File: config.mk
export PLATFORM = sky130hd
export DESIGN_NAME = bidir_pad_ctrl
export DESIGN_NICKNAME = d
export VERILOG_FILES = /design/src/rtl/bidir_pad_ctrl.sv
export SDC_FILE = /design/constraint.sdc
export NUM_CORES = 1
export LEC_CHECK = 0
export ABC_AREA = 1
export CAP_MARGIN = 20
export CORE_MARGIN = 4
export CORE_UTILIZATION = 47
export DETAILED_ROUTE_END_ITERATION = 16
export GPL_ROUTABILITY_DRIVEN = 0
export PLACE_DENSITY = 0.79
export SLEW_MARGIN = 20
export SYNTH_ARGS = -nofsm -noshare
export SYNTH_HDL_FRONTEND = slang
export SYNTH_SLANG_ARGS = --single-unit
File: constraint.sdc
create_clock -name clk -period 1.9 [get_ports clk]
set_clock_uncertainty 0.05 [all_clocks]
set_input_delay 0.38 -clock clk [delete_from_list [all_inputs] [get_ports clk]]
set_output_delay 0.38 -clock clk [all_outputs]
set_load 0.1 [all_outputs]
File: src/rtl/bidir_pad_ctrl.sv
// Round-robin sequencer for a tri-state pad bank shared by two requesters.
// Optional write-verify comparator enabled by defining BIDIR_PAD_WRITE_VERIFY_EN.
module bidir_pad_ctrl #(
  parameter int WIDTH      = 8,
  parameter int DRIVE_CYC  = 2,
  parameter int TURN_CYC   = 1,
  parameter int SETTLE_CYC = 2
) (
  input  logic             clk,
  input  logic             reset_n,
  input  logic [1:0]       req,
  input  logic [1:0]       rnw,
  input  logic [WIDTH-1:0] wdata0,
  input  logic [WIDTH-1:0] wdata1,
  output logic [1:0]       done,
  output logic [WIDTH-1:0] rdata,
  output logic             busy,
  output logic             err,
  output logic [WIDTH-1:0] pad_i,
  output logic             pad_t,
  input  logic [WIDTH-1:0] pad_o
);

  // state  | meaning
  // IDLE   | pads released, waiting for a request to grant
  // DRIVE  | pads driven with latched write data
  // TURN   | pads released after a write, bus turnaround
  // SAMPLE | pads released, settling before rdata capture
  // DONE   | done[grant] high until req[grant] drops

  // Illegal timing parameters stop elaboration rather than build a broken counter.
  if (DRIVE_CYC < 1 || DRIVE_CYC > 255) begin : g_bad_drive
    $error("bidir_pad_ctrl: DRIVE_CYC must be 1..255");
  end
  if (TURN_CYC < 1 || TURN_CYC > 255) begin : g_bad_turn
    $error("bidir_pad_ctrl: TURN_CYC must be 1..255");
  end
  if (SETTLE_CYC < 1 || SETTLE_CYC > 255) begin : g_bad_settle
    $error("bidir_pad_ctrl: SETTLE_CYC must be 1..255");
  end

  localparam logic [7:0] DRIVE_LD  = 8'(DRIVE_CYC - 1);
  localparam logic [7:0] TURN_LD   = 8'(TURN_CYC - 1);
  localparam logic [7:0] SETTLE_LD = 8'(SETTLE_CYC - 1);

  typedef enum logic [2:0] {
    S_IDLE   = 3'd0,
    S_DRIVE  = 3'd1,
    S_TURN   = 3'd2,
    S_SAMPLE = 3'd3,
    S_DONE   = 3'd4
  } state_t;

  state_t           state_q, state_d;
  logic [7:0]       cnt_q, cnt_d;
  logic             gnt_q, gnt_d;
  logic             last_q, last_d;
  logic             sel;
  logic             pad_t_d, busy_d;
  logic [WIDTH-1:0] pad_i_d, rdata_d;
  logic [1:0]       done_d;

  always_ff @(posedge clk or negedge reset_n) begin
    if (!reset_n) begin
      state_q <= S_IDLE;
      cnt_q   <= 8'd0;
      gnt_q   <= 1'b0;
      last_q  <= 1'b1;
      pad_t   <= 1'b1;
      pad_i   <= '0;
      rdata   <= '0;
      done    <= 2'b00;
      busy    <= 1'b0;
    end else begin
      state_q <= state_d;
      cnt_q   <= cnt_d;
      gnt_q   <= gnt_d;
      last_q  <= last_d;
      pad_t   <= pad_t_d;
      pad_i   <= pad_i_d;
      rdata   <= rdata_d;
      done    <= done_d;
      busy    <= busy_d;
    end
  end

  always_comb begin
    state_d = state_q;
    cnt_d   = cnt_q;
    gnt_d   = gnt_q;
    last_d  = last_q;
    sel     = 1'b0;
    pad_t_d = 1'b1;
    pad_i_d = pad_i;
    rdata_d = rdata;
    done_d  = done;
    unique case (state_q)
      S_IDLE: begin
        if (req != 2'b00) begin
          // last_q names the requester served most recently; the other one wins a tie
          sel   = (req == 2'b11) ? ~last_q : req[1];
          gnt_d = sel;
          if (rnw[sel]) begin
            state_d = S_SAMPLE;
            cnt_d   = SETTLE_LD;
          end else begin
            state_d = S_DRIVE;
            cnt_d   = DRIVE_LD;
            pad_t_d = 1'b0;
            pad_i_d = sel ? wdata1 : wdata0;
          end
        end
      end
      S_DRIVE: begin
        if (cnt_q == 8'd0) begin
          state_d = S_TURN;
          cnt_d   = TURN_LD;
        end else begin
          pad_t_d = 1'b0;
          cnt_d   = cnt_q - 8'd1;
        end
      end
      S_TURN: begin
        if (cnt_q == 8'd0) begin
          state_d = S_DONE;
          done_d  = 2'b01 << gnt_q;
        end else begin
          cnt_d = cnt_q - 8'd1;
        end
      end
      S_SAMPLE: begin
        if (cnt_q == 8'd0) begin
          state_d = S_DONE;
          rdata_d = pad_o;
          done_d  = 2'b01 << gnt_q;
        end else begin
          cnt_d = cnt_q - 8'd1;
        end
      end
      S_DONE: begin
        if (!req[gnt_q]) begin
          state_d = S_IDLE;
          done_d  = 2'b00;
          last_d  = gnt_q;
        end
      end
      default: begin
        state_d = S_IDLE;
        done_d  = 2'b00;
      end
    endcase
    busy_d = (state_d != S_IDLE);
  end

`ifdef BIDIR_PAD_WRITE_VERIFY_EN
  logic err_q;

  // Pads have been driven for the whole window by the last DRIVE edge; any difference is contention.
  always_ff @(posedge clk or negedge reset_n) begin
    if (!reset_n) begin
      err_q <= 1'b0;
    end else if (state_q == S_DRIVE && cnt_q == 8'd0 && pad_o != pad_i) begin
      err_q <= 1'b1;
    end
  end

  assign err = err_q;
`else
  assign err = 1'b0;
`endif

endmodule

-- Word-level counts from Yosys, hierarchy flattened
Index checks and enable logic that the tools add are counted.
- add/sub/neg operators: 1
- $mul: 0
- div/mod/pow operators: 0
- $lt $le $gt $ge: 2
- equal/unequal tests: 9
- shifts and indexed selects: 1
- muxes and demuxes: 23
- bitwise logic cells: 4
- reduce and logical (&&, ||, !) cells: 13
- operator list (kind ; number):
    8-bit 2-to-1 mux ; 4
    8-bit case mux with 3 select lines ; 1
    3-bit 2-to-1 mux ; 4
    3-bit case mux with 4 select lines ; 1
    3-bit AND reduction ; 3
    8-bit logical NOT ; 1
    1-bit 2-to-1 mux ; 8
    8-bit by 1-bit subtractor with 8-bit output, second input constant ; 1
    3-bit by 2-bit equality test with 1-bit output, second input constant ; 2
    2-bit 2-to-1 mux ; 3
    2-bit != test, second input constant ; 3
    2-bit case mux with 3 select lines ; 1
    2-bit AND reduction ; 3
    3-bit nonzero test ; 2
    1-bit by 2-bit < comparator with 1-bit output, second input constant ; 2
    1-bit NOT ; 4
    2-bit OR reduction ; 2
    3-bit by 1-bit equality test with 1-bit output, second input constant ; 1
    3-bit equality test, second input constant ; 1
    3-bit logical NOT ; 1
    2-bit equality test, second input constant ; 1
    2-bit by 1-bit != test with 1-bit output, second input constant ; 1
    1-bit case mux with 2 select lines ; 1
    2-bit nonzero test ; 1
    1-bit by 1-bit left shift with 2-bit output, first input constant ; 1
- flip-flop bits (word level): 33
- bits in latches: 0
- RAM bits: 0
- memory bits (read-only): 0
- memories: 0

-- Longest topological paths before layout
- depth in word-level cells: 8
- depth in mapped cells: 9

-- Least setup slack after synthesis
No wires, ideal clock.
- path kind: register -> register
- from: register cnt_q[0]
- to: register rdata[0]
- library setup time: 0.067 ns
- arrival time: 1.437 ns
- data required time: 1.783 ns
- path slack: 0.346 ns
- stages on the path, launching flop included: 10
- period minus slack after synthesis: 1.554 ns
- cell sequence: dfrtp_1 -> inv_1 -> ha_1 -> nand2_1 -> nor2_2 -> nand3_2 -> inv_2 -> buf_4 -> nand3_1 -> nand2_1
- word-level cells in the longest chain between the ends: 2
- RTL lines (element ; RTL line ; RTL):
    from (decl) ; 55 ; logic [7:0] cnt_q, cnt_d;
    from (signal assigned) ; 76 ; cnt_q <= cnt_d;
    8-bit logical NOT ; 132 ; if (cnt_q == 8'd0) begin
    2-bit AND reduction (no source line) ; -- ;
    to (signal assigned) ; 81 ; rdata <= rdata_d;
    to (decl) ; 16 ; output logic [WIDTH-1:0] rdata,
Every way passes these cells.
A chain may end at the register's enable or synchronous reset.

-- Final worst setup path
- from: input port req[0]
- to: register pad_i[5]
- word-level cells in the longest chain between the ends: 6
- elaborated cells between the ends (all ways): 8
- classes of those cells: 1 x eq/ne; 4 x mux; 1 x bitwise; 2 x reduce/logical
- RTL lines (element ; RTL line ; RTL):
    from (decl) ; 11 ; input logic [1:0] req,
    2-bit equality test ; 101 ; sel = (req == 2'b11) ? ~last_q : req[1];
    1-bit 2-to-1 mux ; 101 ;
    1-bit 2-to-1 mux (not written as such) (2 in series) ; 103 ; if (rnw[sel]) begin
    1-bit NOT (no source line) ; -- ;
    3-bit AND reduction (no source line) ; -- ;
    to (signal assigned) ; 80 ; pad_i <= pad_i_d;
    to (decl) ; 19 ; output logic [WIDTH-1:0] pad_i,
Several ways; a longest one is shown, not always the timed one. The select of a mux whose other input is x is not followed.

==> impl_results.md <==
* Outcome: complete, no violations
* Crit-path cells: clkdlybuf4s50_1, nand2_1, nand2_1, inv_2, nand2_1, nand2_4, nor2_8, o21ai_0, o21a_1
* Top FF cell, synth: dfrtp_1
* Arrival @ worst endpoint at around 1.7 ns
* Synthesized flop and latch total at 33
* Final instance count without filler cells at between 300 and 400
* Max incr delay on CP at 0.49 ns
* Yosys cell types at 30
* Die footprint at between 4000 and 5000 sq um
* Max Slew Vio Count at 0
* Fraction of registers with async set/reset at 100%
* Antenna Nets Post-Route at 0
* Top cells by area, synth: dfrtp_1, nand2_1, nor2_1, nand3_1, o21ai_0
* PostCTS Resize Cnt at 0
* Initial drt markers at 99
* Max Cap Viol at 0
* Reg2reg setup slack at ~0.31 ns
* H-tree Lvls at 2
* Diodes inserted at 0
* Ys Warns at 0
* Post-CTS setup buffer count at 0
* DP Cell Count at about 320
* Post-place setup slack at -0.0238 ns
* Final min period at roughly 1.6 ns
* Crit path launch: req[0]
* Pre-antenna DRT Iters at 4
* Global route overflow at 0
* Port Buffers at 49
* Total Routing Usage GR at a little under a fifth
* Nets@finish at between 300 and 400
* P&R area growth vs syn at 49.8%
* Fmax at around 0.62 GHz
* IO Count at 51
* Core area at 3660 sq um
* Num CTS Buffers at 5
* CP endpoint: pad_i[5]
* Synth top area share at 43.3%
* CP Launch Type: input port
* Critical Path Sink Type: flop
* Hold Path Class: in2async
* Skew-Pair Late Insertion Delay at around 0.28 ns
* DR vias at 1677
* Critical path depth at 9
* DIE WIDTH at around 70 um
* Die H at roughly 70 um
* Worst path required time at between 2 and 2.5 ns
* Hold Buf Count CTS at 0
* Initial antenna violation count at 0
* Number of synthesized flops with an enable pin at 0
* Largest fanout on the critical path at 15
* Worst Slack Setup Final at roughly 0.3 ns
* Post-Syn Area per Cell at around 8.1 sq um
* Buf/Inv on CP at 2
* CTS clk-pin slew, worst paths at about 0.070 ns
* Top-count cell post-synth: nand2_1
* Drt total wl at 4240 um
* Most frequent CP cell: nand2_1
* # rows at 22
* Largest net degree at the start of global routing at 34
* Root Buffer: clkbuf_8
* Vias per cell at around 5.1
* Yosys top cell by area: dfrtp_1
* Vias in the first global route at approximately 1500
* Synth Net Count at about 250
* Layout cells sized above 1 at 22.3%
* # setup viols final at 0
* Clock Tree Buf Depth at 2
* RSZ-0062 raised after global routing: false
* Initial Util at about half
* Worst path slowest cell: clkdlybuf4s50_1
* Sequential area share after synthesis at 46.3%
* Final period util at between 80% and 90%
* R2R Path End: rdata[4]
* TritonCTS clock tree: built
* Worst r2r src: cnt_q[0]
* Drt wl/cell at approximately 13 um
* Mapped Cells at 221
* Hpwl dp at 3380 um
* Clock Sinks at 33
* R2R cell count at 9
* Fin. Hold Viols at 0
* Remaining DRCs at 0
* Synth top cells by count: nand2_1, nor2_1, dfrtp_1, nand3_1
* Critical path's top delay family: buffers and inverters
* Synthesized area at around 1800 sq um
* Kind of critical path: in2reg
* First-pass GRT wire length at around 7100 um
==> flip-flops by register name (all words and copies together), names as in the netlist <==
register and cells:
state_q 3, cnt_q 8, last_q 1, pad_i 8, pad_t 1, done 2, rdata 8, busy 1
gnt_q 1
==> worst register-to-register path: stages (launching register included) <==
cell and delay (ns):
dfrtp_1 0.39, inv_1 0.08, ha_1 0.17, nand2_1 0.08, nor2_2 0.13, nand3_2 0.16, inv_2 0.15, nand2_2 0.13
nand2_1 0.09, nand2_1 0.05
==> worst min path at each step <==
stage	startpoint	endpoint	slack, ns	cells past startpoint
floorplan	reset_n	busy	0.03	0
global placement	last_q	last_q	0.45	2
detailed placement	last_q	last_q	0.45	2
CTS	reset_n	gnt_q	0.46	2
global route	reset_n	state_q[0]	0.48	2
finish	reset_n	state_q[1]	0.44	2
==> through the flow <==
step,area [sq um],util (%),hold WS (ns),setup TNS (ns)
3_5_place_dp,2560,70.1,0.452,-0.0326
5_1_grt,2680,73.2,0.480,0
2_1_floorplan,1790,-,0.0344,0
3_3_place_gp,2560,70.1,0.447,0
4_1_cts,2680,73.2,0.457,0
6_report,2680,73.2,0.445,0
==> cells in the final DEF (no fill, tap or decap) <==
| master | instances |
|---|---|
| nor2_4 | 3 |
| xor2_1 | 2 |
| dfrtp_1 | 31 |
| nand2_1 | 60 |
| clkdlybuf4s50_1 | 29 |
| clkbuf_8 | 6 |
| inv_2 | 7 |
| o21ai_1 | 2 |
| nand3_1 | 18 |
| nor3_1 | 1 |
| bufinv_16 | 1 |
| buf_12 | 20 |
| conb_1 | 1 |
| a21oi_1 | 1 |
| clkinv_2 | 1 |
| o21ai_2 | 1 |
| dfstp_2 | 2 |
| o2111ai_1 | 3 |
| inv_1 | 12 |
| nand2_2 | 2 |
| nand4_1 | 6 |
| nor2_8 | 1 |
| a31oi_2 | 1 |
| nand2_4 | 4 |
| nand3_2 | 1 |
| ha_1 | 1 |
| o21ai_0 | 12 |
| nor2_1 | 32 |
| o21a_1 | 8 |
| clkbuf_1 | 1 |
| nor2_2 | 3 |
| buf_4 | 10 |
==> routing by layer <==
metal	vias to the layer above	share of wire [%]	global-route usage [%]	wire length, um
met5	-	0	0	0
met2	47	49	29.4	2070
met3	8	4.8	4.49	203
li1	837	-	-	-
met1	785	44	23.2	1880
met4	0	1.9	6.60	82
==> final cells by class <==
type / count / area, sq um
clock inverter: 1 / 30.0
sequential: 33 / 828
clock buffer: 7 / 86.3
timing repair buffer: 59 / 766
tap: 48 / 60.1
fill: 277 / 980
multi-input combinational: 163 / 835
inverter: 20 / 76.3
==> logic make-up after synthesis <==
kind of cell	synth area share, %
compound gates	10.2
xor+xnor	0.979
simple gates	34.5
fa+ha+maj	0.699
flops	46.3
other cells	0.209
buf+inv	7.13
Power is left out: the tool's default activity adds up to more than one toggle a clock period on the data nets, which glitch-free logic cannot reach.
==> patch 1, RTL diff (same settings) <==
`WIDTH`: 8 -> 10.
--- a/src/rtl/bidir_pad_ctrl.sv
+++ b/src/rtl/bidir_pad_ctrl.sv
@@ -2,5 +2,5 @@
 // Optional write-verify comparator enabled by defining BIDIR_PAD_WRITE_VERIFY_EN.
 module bidir_pad_ctrl #(
-  parameter int WIDTH      = 8,
+  parameter int WIDTH      = 10,
   parameter int DRIVE_CYC  = 2,
   parameter int TURN_CYC   = 1,
Ports: changed (5 resized); port bits go from 51 to 61. No check against the original RTL was run, so the function may have changed too.
==> patch 1 against the unedited design <==
Cell area grew 8.8%; synthesized cell count grew 3.6%; synthesized area up 6.7%; critical path depth did not move; sequential cell count is 4 higher; worst setup slack got worse by 0.091 ns; wire length up 6.3%; critical path type is now register to register; critical endpoint is now rdata[6]$_DFFE_PN0P_.
Power is not shown: default switching activity piles up to over one toggle a cycle in this logic, so the estimate is an artifact.
==> patch 1: results <==
export IMPL_fillCellCount=259
export IMPL_grt_pass1_vias=1543
export IMPL_antenna_found_initial=0
export IMPL_hold_ws_ns=0.0737
export IMPL_seq_cells=37
export IMPL_synthArstFlopShare_pct=100
export IMPL_viasPerCell=5.02
export IMPL_critPathCapture="rdata[6]$_DFFE_PN0P_"
export IMPL_grt_pass1_wl_mm=7.16
export IMPL_cts_setup_buffers=0
export IMPL_dp_hpwl_mm=3.40
export IMPL_critPathMaxFanout=10
export IMPL_grt_total_usage_pct=18.0
export IMPL_use_met3_pct=5.05
export IMPL_reg2reg_depth=9
export IMPL_grt_use_met2_pct=28.9
export IMPL_nonClockInverterCount=21
export IMPL_cts_resized=0
export IMPL_pre_cts_slack_ns=0.00364
export IMPL_drt_iter0_drc=89
export IMPL_status="finished clean"
export IMPL_clk_share_pct=3.99
export IMPL_cts_buffers=5
export IMPL_ys_seq_area_share_pct=48.6
export IMPL_worst_r2r_setup_slack_ns=0.20
export IMPL_dpl_cell_count=334
export IMPL_place_area_um2=2800
export IMPL_met2_length_mm=2.27
export IMPL_reg_largest_list="pad_i x10, rdata x10, cnt_q x8"
export IMPL_crit_family="simple AND/OR/NAND/NOR gates"
export IMPL_insertion_delay_ns=0.29
export IMPL_synthTopCellsByCount="nand2_1, dfrtp_1, nor2_1, nand3_1, inv_1"
export IMPL_final_cells=342
export IMPL_met3_length_um=269
export IMPL_cp_slowest_cell="dfrtp_1"
export IMPL_multiInputCombCellCount=163
export IMPL_slowest_delay_ns=0.38
export IMPL_buffer_area_share_pct=30.3
export IMPL_wl_met1_mm=1.90
export IMPL_seq_share_pct=31.8
export IMPL_avgRoutedWirePerCell_um=13.2
export IMPL_gr_total_overflow=0
export IMPL_use_met1_pct=22.8
export IMPL_nClkBuffers=7
export IMPL_syn_inst=229
export IMPL_htreeDepth=2
export IMPL_synthDistinctLibCells=24
export IMPL_multi_input_area_share_pct=29.2
export IMPL_hold_class="input pin to asynchronous set/reset pin"
export IMPL_final_core_util_pct=76.8
export IMPL_grt_max_degree=38
export IMPL_synthTopCellsByArea="dfrtp_1, nand2_1, a31oi_2"
export IMPL_timing_critical_path_from="cnt_q[0]$_DFFE_PN0P_"
export IMPL_core_um2=3800
export IMPL_synth_fp_nets=266
export IMPL_crit_arrival_ns=1.82
export IMPL_nNonClkBuffers=65
export IMPL_portBuffers=59
export IMPL_drive_gt1_share_pct=23.1
==> patch 1: cell count changes in the layout (fill, tap and decap cells not counted), moves of 4 or more <==
cell | before | now
buf_12 | 20 | 25
o21a_1 | 8 | 0
nor2_1 | 32 | 24
dfrtp_1 | 31 | 35
a31oi_2 | 1 | 9
clkdlybuf4s50_1 | 29 | 34
nand2_1 | 60 | 74
o21ai_0 | 12 | 7
buf_4 | 10 | 5
nand4_1 | 6 | 2
==> patch 1: cells by family (layout without fill, tap and decap cells) <==
group	Yosys count	in the layout	synth area share, %
adder cells (fa/ha/maj)	1	1	0.655
other	1	1	0.196
XOR/XNOR	3	3	1.38
AND/OR/NAND/NOR	133	133	31.5
AO/OA/AOI/OAI	25	25	10.8
flip-flops	37	37	48.6
buffers and inverters	29	94	6.88
==> patch 1: worst reg2reg max path, delay by kind of cell, from the launching register on <==
family,cells,cell delay [ns]
fa+ha+maj,1,0.22
simple gates,6,0.71
buf+inv,2,0.21
flops,1,0.38
==> patch 2, RTL diff (same flow settings) <==
Without the edit above. The output `busy` loses its register stage (`busy` becomes a continuous assignment).
--- a/src/rtl/bidir_pad_ctrl.sv
+++ b/src/rtl/bidir_pad_ctrl.sv
@@ -71,5 +71,4 @@
       rdata   <= '0;
       done    <= 2'b00;
-      busy    <= 1'b0;
     end else begin
       state_q <= state_d;
@@ -81,7 +80,8 @@
       rdata   <= rdata_d;
       done    <= done_d;
-      busy    <= busy_d;
     end
   end
+
+  assign busy = busy_d;
 
   always_comb begin
Function: changed (a bounded check fails within 4 cycles, from zero or initial values and one cycle with reset_n low).
==> patch 2 against the unedited design <==
The run now ends with negative setup slack left; maximum frequency is 19% lower; synthesized area is 1.4% lower; final cell count is 5.1% higher; cell area is 7.0% higher; worst setup slack worse by 0.37 ns; wire length is 13% higher; global-route usage is 2.1 points higher; sequential cell count is 1 lower; hold slack worse by 0.015 ns; largest cell class unchanged; highest routed layer unchanged.
Power is not shown: default switching activity piles up to over one toggle a cycle in this logic, so the estimate is an artifact.
==> patch 2: results <==
export IMPL_synthTopCellsByArea="dfrtp_1, nand2_1, nor2_1"
export IMPL_cts_setup_buffers=9
export IMPL_violations="negative setup slack"
export IMPL_use_met1_pct=24.3
export IMPL_crit_arrival_ns=1.55
export IMPL_met3_length_um=255
export IMPL_grt_pass1_vias=1669
export IMPL_synthTopCellsByCount="nand2_1, nor2_1, dfrtp_1, nand3_1"
export IMPL_ys_seq_area_share_pct=45.5
export IMPL_grt_total_usage_pct=20.1
export IMPL_use_met3_pct=5.80
export IMPL_fin_ws_ns=-0.0754
export IMPL_crit_family="flip-flops"
export IMPL_num_vias=1781
export IMPL_grt_use_met2_pct=33.6
export IMPL_dp_hpwl_mm=3.42
export IMPL_wl_met1_mm=1.94
export IMPL_setup_viol=1
export IMPL_routed_wl_mm=4.77
export IMPL_grt_pass1_wl_mm=7.78
export IMPL_status="finished with violations"
export IMPL_grt_max_degree=33
export IMPL_critPathMaxFanout=3
export IMPL_dpl_cell_count=327
export IMPL_drive_gt1_share_pct=30.3
export IMPL_syn_inst=220
export IMPL_cp_slowest_cell="dfrtp_1"
export IMPL_fillCellCount=257
export IMPL_drt_iter0_drc=132
export IMPL_slowest_delay_ns=0.40
export IMPL_met2_length_mm=2.41
-- patch 2: cell types whose count changed after synthesis, sizes merged --
| cell | unedited run | this run |
|---|---|---|
| dfrtp | 31 | 30 |
-- patch 2: worst paths after layout --
check | from | end | depth (start not counted) | slack [ns]
worst max register to register | cnt_q[1]$_DFFE_PN0P_ | rdata[0]$_DFFE_PN0P_ | 12 | 0.16
worst max-delay path | cnt_q[1]$_DFFE_PN0P_ | busy | 9 | -0.08
worst min register to register | last_q$_DFFE_PN1P_ | last_q$_DFFE_PN1P_ | 2 | 0.47
worst min-delay path | reset_n | cnt_q[1]$_DFFE_PN0P_ | 2 | 0.43
min in group clk | req[1] | gnt_q$_DFFE_PN0P_ | 3 | 0.46
max in group asynchronous | reset_n | last_q$_DFFE_PN1P_ | 2 | 1.04
-- patch 2: stage by stage --
step	hold slack, ns	TNS, ns	instance area, µm²	setup slack, ns	util, %
2_1_floorplan	0.0344	0	1780	0.0316	-
3_3_place_gp	0.444	-0.186	2590	-0.186	71.2
3_5_place_dp	0.447	-0.200	2590	-0.200	71.2
4_1_cts	0.435	-0.128	2810	-0.128	77.2
5_1_grt	0.468	-0.147	2870	-0.147	79.0
6_report	0.430	-0.0754	2870	-0.0754	79.0
-- patch 2: area by class of cell --
class / instances / area, µm² / area share [%]
flip-flops and latches: 32 / 803 / 28.0
repair buffers: 77 / 906 / 31.6
multi-input cells: 163 / 910 / 31.7
clock inverters: 3 / 42.5 / 1.48
well taps: 48 / 60.1 / 2.09
inverters: 20 / 78.8 / 2.75
clock buffers: 5 / 68.8 / 2.40
-- patch 2: kinds of logic after synthesis --
family          synth area share (%)
compound gates                  10.3
buf+inv                         7.23
fa+ha+maj                      0.709
other cells                    0.212
flops                           45.5
simple gates                    35.0
xor+xnor                       0.992
